$ cat src/rtl/sound_arbiter.sv
// Sound request arbiter: edge-detects game events, arbitrates by fixed priority
// (bad > good > direction) and sequences timed notes for sound_generator.
module sound_arbiter #(
   parameter int unsigned NOTE_LEN  = 16,
   parameter int unsigned CLICK_LEN = 4,
   parameter int unsigned GAP_LEN   = 8,
   parameter int unsigned CNT_W     = 8
) (
   input  logic       clk,
   input  logic       rst,
   input  logic       button_i,
   input  logic       goodColl_i,
   input  logic       badColl_i,
   input  logic [3:0] direction_i,
   output logic       toneEn_o,
   output logic [7:0] notePeriod_o,
   output logic [1:0] soundId_o,
   output logic       mute_o,
   output logic       busy_o
);

   typedef enum logic [1:0] {IDLE, PLAY, GAP} state_t;
   typedef enum logic [1:0] {
      SND_NONE = 2'd0, SND_DIR = 2'd1, SND_GOOD = 2'd2, SND_BAD = 2'd3
   } snd_t;

   state_t           state_q, state_d;
   snd_t             sound_q, sound_d;
   logic [1:0]       idx_q, idx_d;
   logic [CNT_W-1:0] cnt_q, cnt_d;
   logic             pendBad_q, pendBad_d, pendGood_q, pendGood_d, pendDir_q, pendDir_d;
   logic             prevBtn_q, prevGood_q, prevBad_q;
   logic [3:0]       prevDir_q;
   logic             mute_q, mute_d;
   logic             toneEn_q, toneEn_d, busy_q, busy_d;
   logic [7:0]       period_q, period_d;
   logic [1:0]       soundId_q, soundId_d;

   logic             evBad, evGood, evDir, evBtn;
   logic             pB, pG, pD, start;
   logic [CNT_W-1:0] noteLast;
   logic [1:0]       lastIdx;

   function automatic logic [7:0] note_period(input snd_t s, input logic [1:0] idx);
      logic [7:0] p;
      p = '0;
      case (s)
         SND_BAD:  p = (idx == 2'd0) ? 8'd120 : (idx == 2'd1) ? 8'd160 : 8'd200;
         SND_GOOD: p = (idx == 2'd0) ? 8'd60 : 8'd45;
         SND_DIR:  p = 8'd30;
         default:  p = '0;
      endcase
      return p;
   endfunction

   always_comb begin
      evBad  = badColl_i & ~prevBad_q;
      evGood = goodColl_i & ~prevGood_q;
      evDir  = (direction_i != prevDir_q) && (direction_i != 4'b0000);
      evBtn  = button_i & ~prevBtn_q;
      pB = pendBad_q | evBad;
      pG = pendGood_q | evGood;
      pD = pendDir_q | evDir;
      noteLast = (sound_q == SND_DIR) ? CNT_W'(CLICK_LEN - 1) : CNT_W'(NOTE_LEN - 1);
      lastIdx  = (sound_q == SND_BAD) ? 2'd2 : (sound_q == SND_GOOD) ? 2'd1 : 2'd0;

      state_d    = state_q;
      sound_d    = sound_q;
      idx_d      = idx_q;
      cnt_d      = cnt_q;
      pendBad_d  = pendBad_q;
      pendGood_d = pendGood_q;
      pendDir_d  = pendDir_q;
      mute_d     = mute_q ^ evBtn;
      start      = 1'b0;

      // Muted, or becoming muted or unmuted this cycle: drop everything.
      if (mute_q || mute_d) begin
         state_d    = IDLE;
         sound_d    = SND_NONE;
         idx_d      = '0;
         cnt_d      = '0;
         pendBad_d  = 1'b0;
         pendGood_d = 1'b0;
         pendDir_d  = 1'b0;
      end else begin
         pendBad_d  = pB;
         pendGood_d = pG;
         pendDir_d  = pD;
         case (state_q)
            IDLE: start = 1'b1;
            PLAY: begin
               if (evBad && (sound_q != SND_BAD)) begin
                  sound_d   = SND_BAD;
                  idx_d     = '0;
                  cnt_d     = '0;
                  pendBad_d = 1'b0;
               end else if (cnt_q == noteLast) begin
                  cnt_d = '0;
                  if (idx_q == lastIdx) begin
                     state_d = GAP;
                     sound_d = SND_NONE;
                     idx_d   = '0;
                  end else begin
                     idx_d = idx_q + 2'd1;
                  end
               end else begin
                  cnt_d = cnt_q + 1'b1;
               end
            end
            GAP: begin
               if (cnt_q == CNT_W'(GAP_LEN - 1)) start = 1'b1;
               else cnt_d = cnt_q + 1'b1;
            end
            default: start = 1'b1;
         endcase

         if (start) begin
            idx_d = '0;
            cnt_d = '0;
            if (pB) begin
               state_d = PLAY; sound_d = SND_BAD; pendBad_d = 1'b0;
            end else if (pG) begin
               state_d = PLAY; sound_d = SND_GOOD; pendGood_d = 1'b0;
            end else if (pD) begin
               state_d = PLAY; sound_d = SND_DIR; pendDir_d = 1'b0;
            end else begin
               state_d = IDLE; sound_d = SND_NONE;
            end
         end
      end

      // Outputs are derived from next state so they appear one cycle after the event.
      toneEn_d  = (state_d == PLAY);
      period_d  = (state_d == PLAY) ? note_period(sound_d, idx_d) : '0;
      soundId_d = (state_d == PLAY) ? sound_d : SND_NONE;
      busy_d    = (state_d != IDLE);
   end

   always_ff @(posedge clk) begin
      if (rst) begin
         state_q    <= IDLE;
         sound_q    <= SND_NONE;
         idx_q      <= '0;
         cnt_q      <= '0;
         pendBad_q  <= 1'b0;
         pendGood_q <= 1'b0;
         pendDir_q  <= 1'b0;
         prevBtn_q  <= 1'b0;
         prevGood_q <= 1'b0;
         prevBad_q  <= 1'b0;
         prevDir_q  <= 4'b0000;
         mute_q     <= 1'b0;
         toneEn_q   <= 1'b0;
         period_q   <= '0;
         soundId_q  <= '0;
         busy_q     <= 1'b0;
      end else begin
         state_q    <= state_d;
         sound_q    <= sound_d;
         idx_q      <= idx_d;
         cnt_q      <= cnt_d;
         pendBad_q  <= pendBad_d;
         pendGood_q <= pendGood_d;
         pendDir_q  <= pendDir_d;
         prevBtn_q  <= button_i;
         prevGood_q <= goodColl_i;
         prevBad_q  <= badColl_i;
         prevDir_q  <= direction_i;
         mute_q     <= mute_d;
         toneEn_q   <= toneEn_d;
         period_q   <= period_d;
         soundId_q  <= soundId_d;
         busy_q     <= busy_d;
      end
   end

   assign toneEn_o     = toneEn_q;
   assign notePeriod_o = period_q;
   assign soundId_o    = soundId_q;
   assign mute_o       = mute_q;
   assign busy_o       = busy_q;

endmodule

$ cat config.mk
export PLATFORM = sky130hd
export DESIGN_NAME = sound_arbiter
export DESIGN_NICKNAME = d
export VERILOG_FILES = /design/src/rtl/sound_arbiter.sv
export SDC_FILE = /design/constraint.sdc
export NUM_CORES = 1
export LEC_CHECK = 0
export CAP_MARGIN = 30
export CORE_ASPECT_RATIO = 2
export CORE_MARGIN = 1
export CORE_UTILIZATION = 55
export DETAILED_ROUTE_END_ITERATION = 6
export PLACE_DENSITY = 0.8
export SETUP_SLACK_MARGIN = 0.05
export SLEW_MARGIN = 40
export SYNTH_ARGS = -nofsm -noshare
export SYNTH_HDL_FRONTEND = slang
export SYNTH_SLANG_ARGS = --single-unit
$ cat constraint.sdc
create_clock -name clk -period 6.4 [get_ports clk]
set_input_delay 0.64 -clock clk [delete_from_list [all_inputs] [get_ports clk]]
set_output_delay 0.64 -clock clk [all_outputs]
set_load 0.02 [all_outputs]
==> flow_summary.yaml <==
synth:
  synth_adder_area_share_pct: 4.612
  postSynthAreaPerCell_um2: 9.355
  muxShareOfSynthArea_pct: 1.384
  synthXorXnorAreaFrac_pct: 4.842
  ys_types: 45
  synthSimpleGateAreaFrac_pct: 25.29
  synth_seq_area_share_pct: 45.50
  synth_seq_cells: 37
  syn_nets: 189
  yosys_warnings: 0
  synth_top_family_by_area: "simple AND/OR/NAND/NOR gates"
  synth_cells: 174
  synth_compound_area_share_pct: 14.22
  synth_area_um2: 1628
critical_path:
  r2r-start: "cnt_q[0]$_SDFFE_PP0P_"
  reg2reg_depth: 11
  r2r_end: "notePeriod_o[5]$_SDFF_PP0_"
  critPathMaxFanout: 5
  cp_num_buf_inv: 3
  worstPathArrival_ns: 3.01
  r2r_slack_ns: 3.82
  cpPeakStageDelay_ns: 0.50
  endpoint_kind: "flop"
  criticalPathCategory: "input port to flop"
  crit_chain: "clkdlybuf4s50_1, nand2b_1, o21ai_0, nand2_1, a21oi_1, nand2_1, inv_1, ha_1, inv_1, or3b_1, a21oi_2"
  required_ns: 6.63
  startpoint_type: "input port"
  cpMaxStageDelayCell: "clkdlybuf4s50_1"
  crit_family: "simple AND/OR/NAND/NOR gates"
floorplanning:
  start_util_pct: 58.76
  coreArea_um2: 2770
  dieArea_um2: 3195
  fp.dieW_um: 40.47
  pin_count: 22
  num_rows: 27
  die_h_um: 78.94
timing:
  maxSlewViolCount: 0
  skew_ns: 0.006729
  setup_ws_ns: 3.622
  min_period_ns: 2.778
  period_share_pct: 43.41
  hold_viol: 0
  slew_headroom_pct: 63.43
  worstMarginPinSlew_ns: 0.5462
  finalSetupViolCount: 0
  tns_ns: 0
  hold_ws_ns: 0.4743
  rsz0062_at_grt: "false"
  max_freq_mhz: 360.0
layout:
  final_common_cell: "dfxtp_1"
  design_area_um2: 1972
  finalNetCount: 216
  layout_common_cells: "37 x dfxtp_1, 21 x clkdlybuf4s50_1, 20 x nor2_1"
  drive_above_1_share_pct: 10.89
  syn_to_final_growth_pct: 21.14
  n_antenna_cell: 0
  fillCellCount: 232
place:
  globalplace.congestion: 0.8517
  placed_area_um2: 1867
  hpwlAfterDp_um: 2588
  dp_slack_ns: 3.360
  portBuffers: 21
power:
  p_leak_nw: 0.7522
  vdd_ir_drop_max_mv: 0.2012
  total_power_uw: 505.6
  power_density_nw_per_um2: 256.4
route:
  num_vias: 1295
  avgViaCountPerCell: 5.606
  drc_errors: 0
  drt_wl_total_um: 3447
  postRouteAntennaNets: 0
  drtIter0Drc: 31
  wl_per_cell_um: 14.92
  first_pass_iters: 4
outcome:
  outcome: "complete, no violations"
run:
  drv_cap: 0
global_routing:
  grt-ovfl-total: 0
  grt_usage_pct: 25.65
  grt_start_max_net_pins: 14
  grt_pass1_vias: 1371
  grt_first_pass_wirelength_um: 5561
  antenna_found_initial: 0
min_path:
  hp-class: "flop to flop"
  hp-start: "cnt_q[0]$_SDFFE_PP0P_"
  whs_endpoint: "cnt_q[0]$_SDFFE_PP0P_"
  whs_path_depth: 1
clock_network:
  cts_buffers: 5
  cts_setup_buffers: 0
  cts.sinks: 37
  worstSkewPairLatency_ns: 0.29
  ctsHoldBuffers: 0
  cts_tree: "yes"
  clk_transition_reported_paths_ns: 0.07
  cts_resized: 0
  root_buffer: "clkbuf_8"
  cts_max_level: 2
  cts_max_path_buffers: 2
==> how the worst max path moves through the flow <==
| stage | to | cells past startpoint | startpoint | slack [ns] |
|---|---|---|---|---|
| 2_1_floorplan | notePeriod_o[5]$_SDFF_PP0_ | 9 | badColl_i | 4.06 |
| 3_3_place_gp | notePeriod_o[5]$_SDFF_PP0_ | 10 | badColl_i | 3.40 |
| 3_5_place_dp | notePeriod_o[5]$_SDFF_PP0_ | 10 | badColl_i | 3.36 |
| 4_1_cts | notePeriod_o[5]$_SDFF_PP0_ | 11 | badColl_i | 3.64 |
| 5_1_grt | notePeriod_o[5]$_SDFF_PP0_ | 11 | badColl_i | 3.45 |
| 6_report | notePeriod_o[5]$_SDFF_PP0_ | 11 | badColl_i | 3.62 |
==> cells in the mapped netlist, drive strengths merged <==
library cell	count	area [um2]
a211oi	2	20.02
a21o	2	15.01
a21oi	8	43.79
a221o	1	11.26
a221oi	1	8.760
a32oi	1	8.760
a41o	2	22.52
a41oi	2	17.52
and2	2	13.77
and2b	2	15.01
buf	1	11.26
clkbuf	1	3.750
dfxtp	37	740.7
ha	6	75.07
inv	14	52.55
mux2i	1	22.52
nand2	10	37.54
nand2b	5	31.28
nand3	3	15.01
nand4	2	12.51
nor2	20	75.07
nor2b	11	76.32
nor3	7	40.04
nor3b	2	15.01
nor4	3	18.77
nor4b	1	8.760
nor4bb	1	10.01
o2111ai	1	15.01
o211ai	2	15.01
o21a	1	7.510
o21ai	3	15.01
o21bai	1	7.510
o31a	1	8.760
o31ai	2	15.01
or2	2	12.51
or3	2	12.51
or3b	2	17.52
xnor2	6	52.55
xor2	3	26.28
==> per-layer routing <==
metal  GRT usage (%)  routed length (um)
met1           22.14                1232
met4           20.00                 212
met5               0                   0
met3           7.263                 118
met2           43.65                1884
==> worst reg2reg max path: cells and delay by family, from the launching register on <==
kind                     cells  cell delay, ns
AND/OR/NAND/NOR              4            0.90
AO/OA/AOI/OAI                3            0.58
adder cells (fa/ha/maj)      2            0.43
flip-flops                   1            0.39
buffers and inverters        2            0.24
==> through the flow <==
step / cells / util [%]
finish: 231 / 71.18
global route: 231 / 71.18
CTS: 231 / 71.18
detailed placement: 223 / 67.39
global placement: 222 / 67.12
floorplan: 174 / -
==> registers in the layout (all words and copies together) (netlist names), 2 cells and up <==
register / count
cnt_q: 8
idx_q: 2
notePeriod_o: 8
prevDir_q: 4
soundId_o: 2
sound_q: 2
state_q: 2
==> area by class of cell <==
type	count	area, um2	area share, %
Timing Repair Buffer	22	217.7	11.04
Tap cell	29	36.28	1.840
Sequential cell	37	740.7	37.56
Clock inverter	1	8.758	0.4442
Inverter	14	52.55	2.665
Clock buffer	7	96.34	4.886
Multi-Input combinational cell	121	819.5	41.56
==> where the power goes <==
| group | switching (mW) | leakage [nW] | internal (mW) |
|---|---|---|---|
| combinational | 0.0421 | 0.395 | 0.0341 |
| sequential | 0.00561 | 0.302 | 0.241 |
| clock | 0.0836 | 0.0549 | 0.0993 |
==> logic make-up (layout without fill, tap and decap cells) <==
logic type | count (synthesis) | after routing
mux | 1 | 1
flops | 37 | 37
buf+inv | 16 | 44
xor+xnor | 9 | 9
compound gates | 30 | 30
simple gates | 75 | 75
fa+ha+maj | 6 | 6
No activity file was read; power rests on OpenSTA's default activity.
